`config.mk`:
```
export PLATFORM = sky130hd
export DESIGN_NAME = sigmoid_lut_arbiter_flat
export DESIGN_NICKNAME = d
export VERILOG_FILES = /design/src/rtl/sigmoid_lut_arbiter_if.sv /design/src/rtl/sigmoid_lut_arbiter.sv /design/src/flat_wrapper.sv
export SDC_FILE = /design/constraint.sdc
export NUM_CORES = 1
export LEC_CHECK = 0
export CORE_MARGIN = 5
export CORE_UTILIZATION = 40
export DETAILED_ROUTE_END_ITERATION = 12
export PLACE_DENSITY = 0.84
export SETUP_SLACK_MARGIN = 0.02
export SLEW_MARGIN = 30
export SYNTH_ARGS = -nofsm -noshare
export SYNTH_HDL_FRONTEND = slang
export SYNTH_SLANG_ARGS = --single-unit
```
`constraint.sdc`:
```
create_clock -name clk_i -period 3.7 [get_ports clk_i]
set_clock_uncertainty 0.15 [all_clocks]
set_input_delay 0.74 -clock clk_i [delete_from_list [all_inputs] [get_ports clk_i]]
set_output_delay 0.74 -clock clk_i [all_outputs]
set_load 0.02 [all_outputs]
```
`src/rtl/sigmoid_lut_arbiter_if.sv`:
```
// Request/response bundle between the activation-stage clients and sigmoid_lut_arbiter.
// Signal names keep the arbiter's port names so waveforms line up with the block's port list.
interface sigmoid_lut_arbiter_if #(
    parameter int width_p   = 8,
    parameter int num_req_p = 2
);
    logic [num_req_p-1:0]         req_valid_i;
    logic [num_req_p*width_p-1:0] req_x_i;
    logic [num_req_p-1:0]         req_ready_o;
    logic [num_req_p-1:0]         resp_valid_o;
    logic [num_req_p*width_p-1:0] resp_f_o;
    logic [num_req_p-1:0]         resp_ready_i;

    modport master (
        output req_valid_i,
        output req_x_i,
        output resp_ready_i,
        input  req_ready_o,
        input  resp_valid_o,
        input  resp_f_o
    );

    modport slave (
        input  req_valid_i,
        input  req_x_i,
        input  resp_ready_i,
        output req_ready_o,
        output resp_valid_o,
        output resp_f_o
    );
endinterface

```
`src/rtl/sigmoid_lut_arbiter.sv`:
```
// Round-robin sharing of one async-read sigmoid table among num_req_p requesters, 1-cycle latency.
// Define SIGMOID_ARB_WR_EN to add a table-update port that takes absolute priority over reads.
module sigmoid_lut_arbiter #(
    parameter int width_p   = 8,
    parameter int num_req_p = 2,
    parameter int stall_w_p = 16
) (
    input  logic                 clk_i,
    input  logic                 reset_ni,
    sigmoid_lut_arbiter_if.slave req_if,
    output logic [width_p-1:0]   ram_rd_addr_o,
    input  logic [width_p-1:0]   ram_rd_data_i,
`ifdef SIGMOID_ARB_WR_EN
    input  logic                 cfg_wr_valid_i,
    input  logic [width_p-1:0]   cfg_wr_addr_i,
    input  logic [width_p-1:0]   cfg_wr_data_i,
    output logic                 cfg_wr_ready_o,
    output logic                 ram_wr_valid_o,
    output logic [width_p-1:0]   ram_wr_addr_o,
    output logic [width_p-1:0]   ram_wr_data_o,
`endif
    output logic [stall_w_p-1:0] stall_count_o
);

    localparam int ptr_w_lp = (num_req_p > 2) ? $clog2(num_req_p) : 1;
    localparam logic [ptr_w_lp:0]    num_lp  = (ptr_w_lp+1)'(num_req_p);
    localparam logic [ptr_w_lp-1:0]  last_lp = ptr_w_lp'(num_req_p - 1);
    localparam logic [num_req_p-1:0] one_lp  = num_req_p'(1);
    localparam logic [width_p-1:0]   half_lp = {1'b1, {(width_p-1){1'b0}}};

    logic [ptr_w_lp-1:0]          rr_ptr_r;
    logic [stall_w_p-1:0]         stall_r;
    logic [num_req_p-1:0]         resp_valid_r;
    logic [num_req_p*width_p-1:0] resp_f_r;

    logic                         wr_active;
    logic [num_req_p-1:0]         eligible;
    logic [2*num_req_p-1:0]       elig_dbl;
    logic [num_req_p-1:0]         elig_rot;
    logic                         grant_v;
    logic [ptr_w_lp-1:0]          grant_off;
    logic [ptr_w_lp:0]            idx_sum;
    logic [ptr_w_lp-1:0]          grant_idx;
    logic [num_req_p-1:0]         grant;
    logic [num_req_p*width_p-1:0] req_x_sh;
    logic [width_p-1:0]           grant_x;
    logic                         lost;

`ifdef SIGMOID_ARB_WR_EN
    assign wr_active      = cfg_wr_valid_i & reset_ni;
    assign cfg_wr_ready_o = wr_active;
    assign ram_wr_valid_o = wr_active;
    assign ram_wr_addr_o  = cfg_wr_addr_i;
    assign ram_wr_data_o  = cfg_wr_data_i;
`else
    assign wr_active = 1'b0;
`endif

    // Rotate the eligible mask so the pointer sits at bit 0, take the first set bit,
    // then rotate the offset back into a requester index.
    always_comb begin
        eligible  = req_if.req_valid_i & (~resp_valid_r | req_if.resp_ready_i);
        elig_dbl  = {eligible, eligible} >> rr_ptr_r;
        elig_rot  = elig_dbl[num_req_p-1:0];
        grant_v   = 1'b0;
        grant_off = '0;
        for (int i = 0; i < num_req_p; i++) begin
            if (!grant_v && elig_rot[i]) begin
                grant_v   = 1'b1;
                grant_off = i[ptr_w_lp-1:0];
            end
        end
        if (wr_active || !reset_ni) begin
            grant_v = 1'b0;
        end
        idx_sum = {1'b0, rr_ptr_r} + {1'b0, grant_off};
        if (idx_sum >= num_lp) begin
            idx_sum = idx_sum - num_lp;
        end
        grant_idx = idx_sum[ptr_w_lp-1:0];
        grant     = grant_v ? (one_lp << grant_idx) : '0;
        req_x_sh  = req_if.req_x_i >> (int'(grant_idx) * width_p);
        grant_x   = req_x_sh[width_p-1:0];
        lost      = |(eligible & ~grant);
    end

    assign ram_rd_addr_o       = grant_v ? (grant_x + half_lp) : '0;
    assign req_if.req_ready_o  = grant;
    assign req_if.resp_valid_o = resp_valid_r;
    assign req_if.resp_f_o     = resp_f_r;
    assign stall_count_o       = stall_r;

    always_ff @(posedge clk_i or negedge reset_ni) begin
        if (!reset_ni) begin
            rr_ptr_r <= '0;
            stall_r  <= '0;
        end else begin
            if (grant_v) begin
                rr_ptr_r <= (grant_idx == last_lp) ? '0 : grant_idx + ptr_w_lp'(1);
            end
            if (lost && (stall_r != {stall_w_p{1'b1}})) begin
                stall_r <= stall_r + stall_w_p'(1);
            end
        end
    end

    // A grant reloads the slot even while it drains; data is left untouched when a slot empties.
    always_ff @(posedge clk_i or negedge reset_ni) begin
        if (!reset_ni) begin
            resp_valid_r <= '0;
            resp_f_r     <= '0;
        end else begin
            for (int k = 0; k < num_req_p; k++) begin
                if (grant[k]) begin
                    resp_valid_r[k]                 <= 1'b1;
                    resp_f_r[k*width_p +: width_p] <= ram_rd_data_i;
                end else if (req_if.resp_ready_i[k]) begin
                    resp_valid_r[k] <= 1'b0;
                end
            end
        end
    end

endmodule

```
`src/flat_wrapper.sv`:
```
// flat-port wrapper written by rule: the top's interface ports become plain ports
module sigmoid_lut_arbiter_flat 
#(
    parameter int width_p   = 8,
    parameter int num_req_p = 2,
    parameter int stall_w_p = 16
)
  (clk_i, reset_ni, ram_rd_addr_o, ram_rd_data_i, stall_count_o, req_if_req_valid_i, req_if_req_x_i, req_if_resp_ready_i, req_if_req_ready_o, req_if_resp_valid_o, req_if_resp_f_o);
  sigmoid_lut_arbiter_if #(.width_p(width_p), .num_req_p(num_req_p)) req_if_i ();
  input  logic clk_i;
  input  logic reset_ni;
  output logic [width_p-1:0] ram_rd_addr_o;
  input  logic [width_p-1:0] ram_rd_data_i;
  output logic [stall_w_p-1:0] stall_count_o;
  input wire logic [$bits(req_if_i.req_valid_i)-1:0] req_if_req_valid_i;
  input wire logic [$bits(req_if_i.req_x_i)-1:0] req_if_req_x_i;
  input wire logic [$bits(req_if_i.resp_ready_i)-1:0] req_if_resp_ready_i;
  output wire logic [$bits(req_if_i.req_ready_o)-1:0] req_if_req_ready_o;
  output wire logic [$bits(req_if_i.resp_valid_o)-1:0] req_if_resp_valid_o;
  output wire logic [$bits(req_if_i.resp_f_o)-1:0] req_if_resp_f_o;
  assign req_if_i.req_valid_i = req_if_req_valid_i;
  assign req_if_i.req_x_i = req_if_req_x_i;
  assign req_if_i.resp_ready_i = req_if_resp_ready_i;
  assign req_if_req_ready_o = req_if_i.req_ready_o;
  assign req_if_resp_valid_o = req_if_i.resp_valid_o;
  assign req_if_resp_f_o = req_if_i.resp_f_o;
  sigmoid_lut_arbiter #(.width_p(width_p), .num_req_p(num_req_p), .stall_w_p(stall_w_p)) u_core (.clk_i(clk_i), .reset_ni(reset_ni), .req_if(req_if_i), .ram_rd_addr_o(ram_rd_addr_o), .ram_rd_data_i(ram_rd_data_i), .stall_count_o(stall_count_o));
endmodule
```
; Word-level counts from Yosys, hierarchy flattened
; Index checks and enable logic that the tools add are counted.
[totals]
in_bits = 30
rom_bits = 0
latchBits = 0
mem_count = 0
out_inout_bits = 44
word_cells = 39
ff_bits = 35
ramBits = 0
[classes]
muxes = 12
div = 0
n_mul = 0
reduce_logical = 6
n_addsub = 5
magnitude_cmp = 1
bitwise_logic = 5
n_shift = 3
eq_ne = 1
[ops]
columns = operator, n
row1 = $add 16x1->16 const B, 1
row2 = $ne 16x16->1 const B, 1
row3 = $shr 16x4->8, 1
row4 = $mux 1, 10
row5 = $add 8x8->8 const B, 1
row6 = $mux 8, 1
row7 = $and 2x2->2, 2
row8 = $not 2->2, 2
row9 = $reduce_bool 2->1, 2
row10 = $shr 4x1->2, 1
row11 = $add 1x1->2, 1
row12 = $ge 2x2->1 const B, 1
row13 = $logic_and 1x1->1, 2
row14 = $mux 2, 1
row15 = $or 2x2->2, 1
row16 = $reduce_or 2->1, 1
row17 = $shl 1x1->2 const A, 1
row18 = $add 1x1->1 const B, 1
row19 = $logic_not 1->1, 1
row20 = $sub 1x1->1 const B, 1

; Depth between registers and ports, before layout
; Gate-level depths: netlist (run 1).
[logic_depth]
depth_word = 17
depth_mapped = 7
mapped_depth_nobuf = 6

; Worst setup path after synthesis (run 1)
; OpenSTA, ideal clock, no wires.
[synth_path]
path_type = in2out
start = in req_if_resp_ready_i[1]
end = out ram_rd_addr_o[7]
arrival_time_ps = 2073
path_buffers = 1
path_stages = 6
required_time_ps = 2810
path_slack_ps = 737
cell_sequence = nand2b_1 and2_1 a21oi_2 buf_4 inv_1 o22ai_1
[synth_between]
elab_chain_cells = 13
elab_cells_between_ends = 16
classes_between = add/sub: 3 / order compare: 1 / shift: 2 / mux: 6 / bitwise: 2 / reduce/logical: 2
[synth_lines]
columns = element, line_no
row1 = "start, declared", flat_wrapper.sv:17  ; input wire logic [$bits(req_if_i.resp_ready_i)-1:0] req_if_resp_ready_i;
row2 = $or 2x2->2 (*), sigmoid_lut_arbiter.sv:62  ; eligible = req_if.req_valid_i & (~resp_valid_r | req_if.resp_ready_i);
row3 = $and 2x2->2 (*), sigmoid_lut_arbiter.sv:62
row4 = $shr 4x1->2 (*), sigmoid_lut_arbiter.sv:63  ; elig_dbl = {eligible, eligible} >> rr_ptr_r;
row5 = $mux 1, sigmoid_lut_arbiter.sv:68  ; if (!grant_v && elig_rot[i]) begin
row6 = $logic_not 1->1, sigmoid_lut_arbiter.sv:68
row7 = $logic_and 1x1->1, sigmoid_lut_arbiter.sv:68
row8 = $mux 1, sigmoid_lut_arbiter.sv:68
row9 = $add 1x1->2, sigmoid_lut_arbiter.sv:76  ; idx_sum = {1'b0, rr_ptr_r} + {1'b0, grant_off};
row10 = $ge 2x2->1 / $sub 1x1->1 (equally long branches), "sigmoid_lut_arbiter.sv:77, sigmoid_lut_arbiter.sv:78"
row11 = $mux 1, sigmoid_lut_arbiter.sv:77  ; if (idx_sum >= num_lp) begin
row12 = $shr 16x4->8, sigmoid_lut_arbiter.sv:82  ; req_x_sh = req_if.req_x_i >> (int'(grant_idx) * width_p);
row13 = $add 8x8->8, sigmoid_lut_arbiter.sv:87  ; assign ram_rd_addr_o = grant_v ? (grant_x + half_lp) : '0;
row14 = $mux 8 (*), sigmoid_lut_arbiter.sv:87
row15 = "end, declared", flat_wrapper.sv:12  ; output logic [width_p-1:0] ram_rd_addr_o;
; Every way passes the cells marked *; elsewhere a longest branch is shown, timed or not.

; Final worst setup path (run 1)
; Ends and elaborated chain as after synthesis.

==> results.sh, run 1 <==
export IMPL_synth_xor_area_share=0.0739
export IMPL_run_status="finished clean"
export IMPL_maxClockFrequency_mhz=281
export IMPL_die_y_um=74.4
export IMPL_ys_ff_latch=35
export IMPL_hpwl_um=3220
export IMPL_diodes=0
export IMPL_detailroute_via_count=1344
export IMPL_grt_antenna_before_repair=0
export IMPL_slew_at_the_pin_with_the_worst_max_slew_slack_ps=321
export IMPL_main_combinational_cell_family_by_area_after_synthesis="simple AND/OR/NAND/NOR gates"
export IMPL_synth_lib_cells_used_distinct=36
export IMPL_top_usage_layer="met2"
export IMPL_globalRoute_totalOverflow=0
export IMPL_core_area_um2=4000
export IMPL_grt_use_met3=0.0392
export IMPL_synth_mux_area_frac=0.124
export IMPL_share_of_final_layout_standard_cells_stronger_than_drive_strength_1=0.186
export IMPL_slew_limit_headroom=0.783
export IMPL_post_synth_and_or_nand_nor_area_fraction=0.186
export IMPL_setup_viol=0
export IMPL_grtUsageMet2=0.270
export IMPL_clkTransAtPathRegs_ps=70
export IMPL_globalRouteMet1Util=0.205
export IMPL_detailed_place_area_um2=2460
export IMPL_hold_violations=0
export IMPL_sum_neg_setup_slack_ps=0
export IMPL_cts_made_buffers=5
export IMPL_critical_path_start_type="primary input"
export IMPL_floorplan_initialDensity=0.415
export IMPL_worst_path_max_fanout=5
export IMPL_grt_max_degree=28
export IMPL_postSynthCellCount=137
export IMPL_slowest_delay_ps=650
export IMPL_maxcap_violations=0
export IMPL_hp_class="in -> async"
export IMPL_data_arrival_time_at_the_worst_slack_endpoint_ps=2670
export IMPL_placedCellCount=262
export IMPL_drtAntennaViolNets=0
export IMPL_drt_wirelength_per_cell_um=15.4
export IMPL_gp_congestion=0.850
export IMPL_timing_critical_path_slowest_stage_cell="sky130_fd_sc_hd__clkdlybuf4s50_1"
export IMPL_rows=23
export IMPL_finalWirelength_um=4150
export IMPL_worst_path_most_repeated_cell="sky130_fd_sc_hd__clkdlybuf4s50_1"
export IMPL_first_pass_grt_wire_length_um=6870
export IMPL_die_area_um2=5540
export IMPL_viasPerCell=4.98
export IMPL_cts_max_level=2
export IMPL_tritoncts_clock_tree="yes"
export IMPL_post_route_drc_count=0
export IMPL_number_of_global_route_vias_before_repair=1428
export IMPL_power_density_cell_area_nw_per_um2=565
export IMPL_final_nets=250
export IMPL_clock_sink_count=35
export IMPL_finish_cell_count_without_fillers=270
export IMPL_rsz0062_at_grt="no"
export IMPL_latest_clock_arrival_within_the_worst_skew_pair_ps=280
export IMPL_io_buffers=73
export IMPL_boundaryPins=74
export IMPL_first_iter_violations=48
export IMPL_max_vdd_ir_drop_v=0.000499
export IMPL_crit_path_cell_trace="clkdlybuf4s50_1 > nand2b_1 > and2_1 > nand2_1 > or2_1 > o22ai_1 > clkdlybuf4s50_1"
export IMPL_p_leak_uw=0.00118
export IMPL_synth_fp_nets=168
export IMPL_finalCritPeriodShare=0.962
export IMPL_criticalPathCategory="in -> out"
export IMPL_flow_area_growth_from_synthesis_pct=54.6
export IMPL_cts_root_buffer="sky130_fd_sc_hd__clkbuf_8"
export IMPL_synth_sequential_area_ratio=0.528
export IMPL_syn_area_um2=1660
export IMPL_period_minus_slack_ps=3560
export IMPL_synth_compound_area_frac=0.0573
export IMPL_final_design_area_no_fill_um2=2560
export IMPL_synth_fa_ha_area_frac=0.00754
export IMPL_max_clock_path_buffers=2
export IMPL_drt_first_pass_iters=4
export IMPL_chipWidth_um=74.4
export IMPL_grt_use_total=0.161
export IMPL_slew_violations=0
export IMPL_end_kind="primary output"
export IMPL_synthesis_area_per_instance_um2=12.1
export IMPL_crit_required_ps=2810
export IMPL_ys_warn_count=0
## placed cells by master, fill, tap and decap left out, types with 4 or more instances in the layout
cell	instances
sky130_fd_sc_hd__dfrtp_1	35
sky130_fd_sc_hd__dlymetal6s2s_1	7
sky130_fd_sc_hd__nor2_1	4
sky130_fd_sc_hd__clkdlybuf4s50_1	65
sky130_fd_sc_hd__a22o_1	7
sky130_fd_sc_hd__mux2_2	17
sky130_fd_sc_hd__clkbuf_8	5
sky130_fd_sc_hd__buf_4	5
sky130_fd_sc_hd__nor3_1	4
sky130_fd_sc_hd__nand3_1	7
sky130_fd_sc_hd__nor4_1	4
sky130_fd_sc_hd__nand2_1	12
sky130_fd_sc_hd__xor2_1	12
## cell usage after synthesis (all sizes together)
| cell type | count | share of area |
|---|---|---|
| nor2 | 5 | 0.013 |
| and4 | 1 | 0.0053 |
| inv | 3 | 0.0068 |
| dfrtp | 35 | 0.53 |
| ha | 1 | 0.0075 |
| nand3 | 7 | 0.021 |
| nor2b | 1 | 0.0038 |
| a32oi | 1 | 0.0053 |
| xnor2 | 2 | 0.011 |
| nor3 | 4 | 0.012 |
| mux2 | 18 | 0.12 |
| nor4b | 2 | 0.014 |
| nor4 | 5 | 0.028 |
| and3 | 3 | 0.011 |
| nand4 | 4 | 0.019 |
| and2 | 3 | 0.014 |
| xor2 | 12 | 0.063 |
| o22ai | 1 | 0.0038 |
| o21ai | 1 | 0.0030 |
| nand2b | 2 | 0.0091 |
| a21oi | 2 | 0.0083 |
| a22o | 7 | 0.037 |
| nand2 | 12 | 0.027 |
| nor3b | 1 | 0.0045 |
| buf | 3 | 0.016 |
| or2 | 1 | 0.0038 |
## where the power goes
part           internal (uW)  total (uW)  switching, uW
sequential               485         586            101
combinational            314         591            277
clock                    131         272            141
total                    930        1450            520
## final timing paths
check                                    startpoint                   endpoint  slack (ps)  cells after the start
min in group clk_i         u_core.stall_count_o[15]   u_core.stall_count_o[15]         350                      1
setup / recovery             req_if_resp_ready_i[1]           ram_rd_addr_o[7]         140                      7
setup reg to reg            u_core.stall_count_o[0]    u_core.stall_count_o[1]        1780                      6
hold / removal                             reset_ni  u_core.req_if.resp_f_o[1]         170                      1
hold reg to reg            u_core.stall_count_o[15]   u_core.stall_count_o[15]         350                      1
max in group asynchronous                  reset_ni  u_core.req_if.resp_f_o[2]        2600                      2
## stage by stage
step           utilization  power (uW)  setup WS [ps]  hold WS [ps]
2_1_floorplan            -         882            737           294
3_3_place_gp         0.615        1180           78.4           333
3_5_place_dp         0.615        1190           38.5           343
4_1_cts              0.637        1470           38.3           172
5_1_grt              0.641        1530           25.0           179
6_report             0.641        1450            139           173
## repair_timing
action / in CTS / in global routing
hold buffers: 0 / 0
endpoints found under the setup margin: 0 / 7
buffers inserted: 0 / 0
gates resized for setup: 0 / 7
## logic make-up after synthesis
kind of cell / after synthesis
buf+inv: 6
simple gates: 51
mux: 18
compound gates: 12
flops: 35
xor+xnor: 14
fa+ha+maj: 1
## registers in the layout (all words and copies together) (netlist names)
signal and flops:
u_core.stall_count_o 16, u_core.req_if.resp_valid_o 2, u_core.rr_ptr_r 1, u_core.req_if.resp_f_o 16
## routing by layer
layer / share of wire / vias to the layer above
met5: 0 / -
met1: 0.43 / 654
li1: - / 654
met2: 0.51 / 29
met4: 0.014 / 0
met3: 0.046 / 7
## final cells by class
type,instances,area [um2]
tap,50,62.6
clock inverter,3,20.0
clock buffer,5,68.8
sequential,35,876
timing repair buffer,78,781
inverter,3,11.3
multi-input combinational,96,746
fill,330,1440
## critical path, delay by kind of cell
| family | cells | cell delay (ps) |
|---|---|---|
| AND/OR/NAND/NOR | 4 | 660 |
| buffers and inverters | 2 | 1100 |
| AO/OA/AOI/OAI | 1 | 170 |
Power figures use the tool's default switching activity.
==> run 2: changes to the inputs <==
--- a/config.mk
+++ b/config.mk
@@ -5,10 +5,11 @@
 export SDC_FILE = /design/constraint.sdc
 export NUM_CORES = 1
 export LEC_CHECK = 0
+export CAP_MARGIN = 20
 export CORE_MARGIN = 5
 export CORE_UTILIZATION = 40
 export DETAILED_ROUTE_END_ITERATION = 12
-export PLACE_DENSITY = 0.84
+export PLACE_DENSITY = 0.77
 export SETUP_SLACK_MARGIN = 0.02
 export SLEW_MARGIN = 30
 export SYNTH_ARGS = -nofsm -noshare
==> run 2 against run 1 <==
Net effect:
- global-route usage rose by 0.60 points
- power rose by 0.47%
- via count rose by 2.2%
- critical path depth did not move
- die area did not move
- sequential share of layout area barely moved
- register-to-register slack barely moved
- utilization barely moved
- combinational power rose by 1%
- critical path type unchanged
- critical endpoint unchanged
- highest routed layer unchanged
==> results.sh, run 2 (synthesized netlist as in run 1, its figures left out) <==
export IMPL_maxcap_violations=0
export IMPL_post_route_drc_count=0
export IMPL_post_cts_setup_buffers=0
export IMPL_final_nets=250
export IMPL_flow_area_growth_from_synthesis_pct=54.5
export IMPL_end_kind="primary output"
export IMPL_hold_violations=0
export IMPL_drtAntennaViolNets=0
export IMPL_worst_path_max_fanout=4
export IMPL_die_area_um2=5540
export IMPL_setup_ws_ps=181
export IMPL_crit_required_ps=2810
export IMPL_floorplan_initialDensity=0.415
export IMPL_sw_frac_of_total=0.351
export IMPL_combPwrFrac=0.410
export IMPL_first_iter_violations=58
export IMPL_worst_setup_path_startpoint="req_if_resp_ready_i[1]"
export IMPL_fill_cells=302
export IMPL_slew_violations=0
export IMPL_rows=23
export IMPL_core_area_um2=4000
export IMPL_drt_wirelength_per_cell_um=16.4
export IMPL_gp_congestion=0.837
export IMPL_io_buffers=73
export IMPL_critical_path_start_type="primary input"
export IMPL_clkTransAtPathRegs_ps=70
export IMPL_cts_hold_repair_buffers=0
export IMPL_grt_antenna_before_repair=0
export IMPL_worstReg2RegStart="u_core.stall_count_o[0]"
export IMPL_power_switching_uw=511
export IMPL_finalWirelength_um=4420
export IMPL_grt_use_total=0.167
export IMPL_power_density_cell_area_nw_per_um2=568
export IMPL_max_clock_path_buffers=2
export IMPL_max_vdd_ir_drop_v=0.000377
export IMPL_run_status="finished clean"
export IMPL_share_of_final_layout_standard_cells_stronger_than_drive_strength_1=0.183
export IMPL_chipWidth_um=74.4
export IMPL_cts_made_buffers=5
export IMPL_p_int_uw=946
export IMPL_number_of_global_route_vias_before_repair=1444
export IMPL_die_y_um=74.4
export IMPL_setup_viol=0
export IMPL_mostFrequentLayoutCell="sky130_fd_sc_hd__clkdlybuf4s50_1"
export IMPL_diodes=0
export IMPL_cts_root_buffer="sky130_fd_sc_hd__clkbuf_8"
export IMPL_drt_first_pass_iters=4
export IMPL_power_share_of_the_clock_group=0.188
export IMPL_finalCritPeriodShare=0.951
export IMPL_rsz0062_at_grt="no"
export IMPL_globalRoute_totalOverflow=0
export IMPL_clock_sink_count=35
export IMPL_detailroute_via_count=1374
export IMPL_tritoncts_clock_tree="yes"
export IMPL_cts_max_level=2
export IMPL_latest_clock_arrival_within_the_worst_skew_pair_ps=280
export IMPL_p_seq_frac=0.402
export IMPL_viasPerCell=5.11
export IMPL_first_pass_grt_wire_length_um=6960
export IMPL_hpwl_um=3420
export IMPL_final_design_area_no_fill_um2=2560
export IMPL_maxClockFrequency_mhz=284
export IMPL_fin_total_pwr_uw=1460
export IMPL_hold_ws_ps=114
export IMPL_dp_worst_setup_slack_ps=45.7
export IMPL_grt_max_degree=35
export IMPL_final_cell_mix="65 x sky130_fd_sc_hd__clkdlybuf4s50_1, 35 x sky130_fd_sc_hd__dfrtp_1, 17 x sky130_fd_sc_hd__mux2_2"
export IMPL_p_leak_uw=0.00119
export IMPL_sum_neg_setup_slack_ps=0
export IMPL_period_minus_slack_ps=3520
export IMPL_slew_at_the_pin_with_the_worst_max_slew_slack_ps=418
export IMPL_hp_class="in -> async"
export IMPL_slew_limit_headroom=0.722
export IMPL_data_arrival_time_at_the_worst_slack_endpoint_ps=2630
export IMPL_boundaryPins=74
export IMPL_criticalPathCategory="in -> out"
export IMPL_detailed_place_area_um2=2460
[run 2: cell count changes in the layout (fill, tap and decap cells not counted), sizes merged]
cell      before  now
clkinvlp       2    0
clkbuf         5    6
[run 2: worst paths after layout]
kind	end	slack [ps]	cells after the start
worst max-delay path	ram_rd_addr_o[7]	180	7
worst min-delay path	u_core.rr_ptr_r	110	1
worst max register to register	u_core.stall_count_o[1]	1790	6
worst min register to register	u_core.req_if.resp_f_o[15]	360	1
max in group asynchronous	u_core.req_if.resp_f_o[5]	2660	2
min in group clk_i	u_core.req_if.resp_f_o[15]	360	1
[run 2: per-stage QoR]
stage	utilization	cells
finish	0.641	269
global route	0.641	269
floorplan	-	137
detailed placement	0.615	262
global placement	0.615	262
CTS	0.637	269
[run 2: repair_timing]
| item | 4_1_cts | 5_1_grt |
|---|---|---|
| endpoints found under the hold margin | 0 | 0 |
| resized for setup | 0 | 7 |
| endpoints found under the setup margin | 0 | 7 |
[run 2: worst max-delay path: stages]
cell                              delay [ps]
sky130_fd_sc_hd__clkdlybuf4s50_1         450
sky130_fd_sc_hd__nand2b_1                110
sky130_fd_sc_hd__and2_1                  170
sky130_fd_sc_hd__nand2_1                  80
sky130_fd_sc_hd__or2_1                   290
sky130_fd_sc_hd__o22ai_1                 150
sky130_fd_sc_hd__clkdlybuf4s50_1         640
[run 2: final cells by class]
cell class / instances / area [um2] / area share
sequential: 35 / 876 / 0.342
clock buffer: 6 / 82.6 / 0.0322
inverter: 3 / 11.3 / 0.00439
tap: 50 / 62.6 / 0.0244
multi-input combinational: 96 / 746 / 0.291
timing repair buffer: 78 / 781 / 0.305
clock inverter: 1 / 5.00 / 0.00195
[run 2: power by group through the flow]
| stage | clock network, uW | logic [uW] | registers (uW) |
|---|---|---|---|
| floorplan | 0 | 182 | 700 |
| global placement | 0 | 595 | 583 |
| detailed placement | 0 | 603 | 591 |
| CTS | 284 | 606 | 585 |
| global route | 298 | 636 | 602 |
| finish | 274 | 597 | 586 |
[run 2: metal layers]
metal | track usage | vias to the layer above | part of all wire | wire length (um)
li1 | - | 660 | - | -
met1 | 0.200 | 642 | 0.43 | 1900
met2 | 0.282 | 67 | 0.46 | 2050
met3 | 0.0635 | 5 | 0.097 | 431
met4 | 0.0415 | 0 | 0.0081 | 36
met5 | 0 | - | 0 | 0
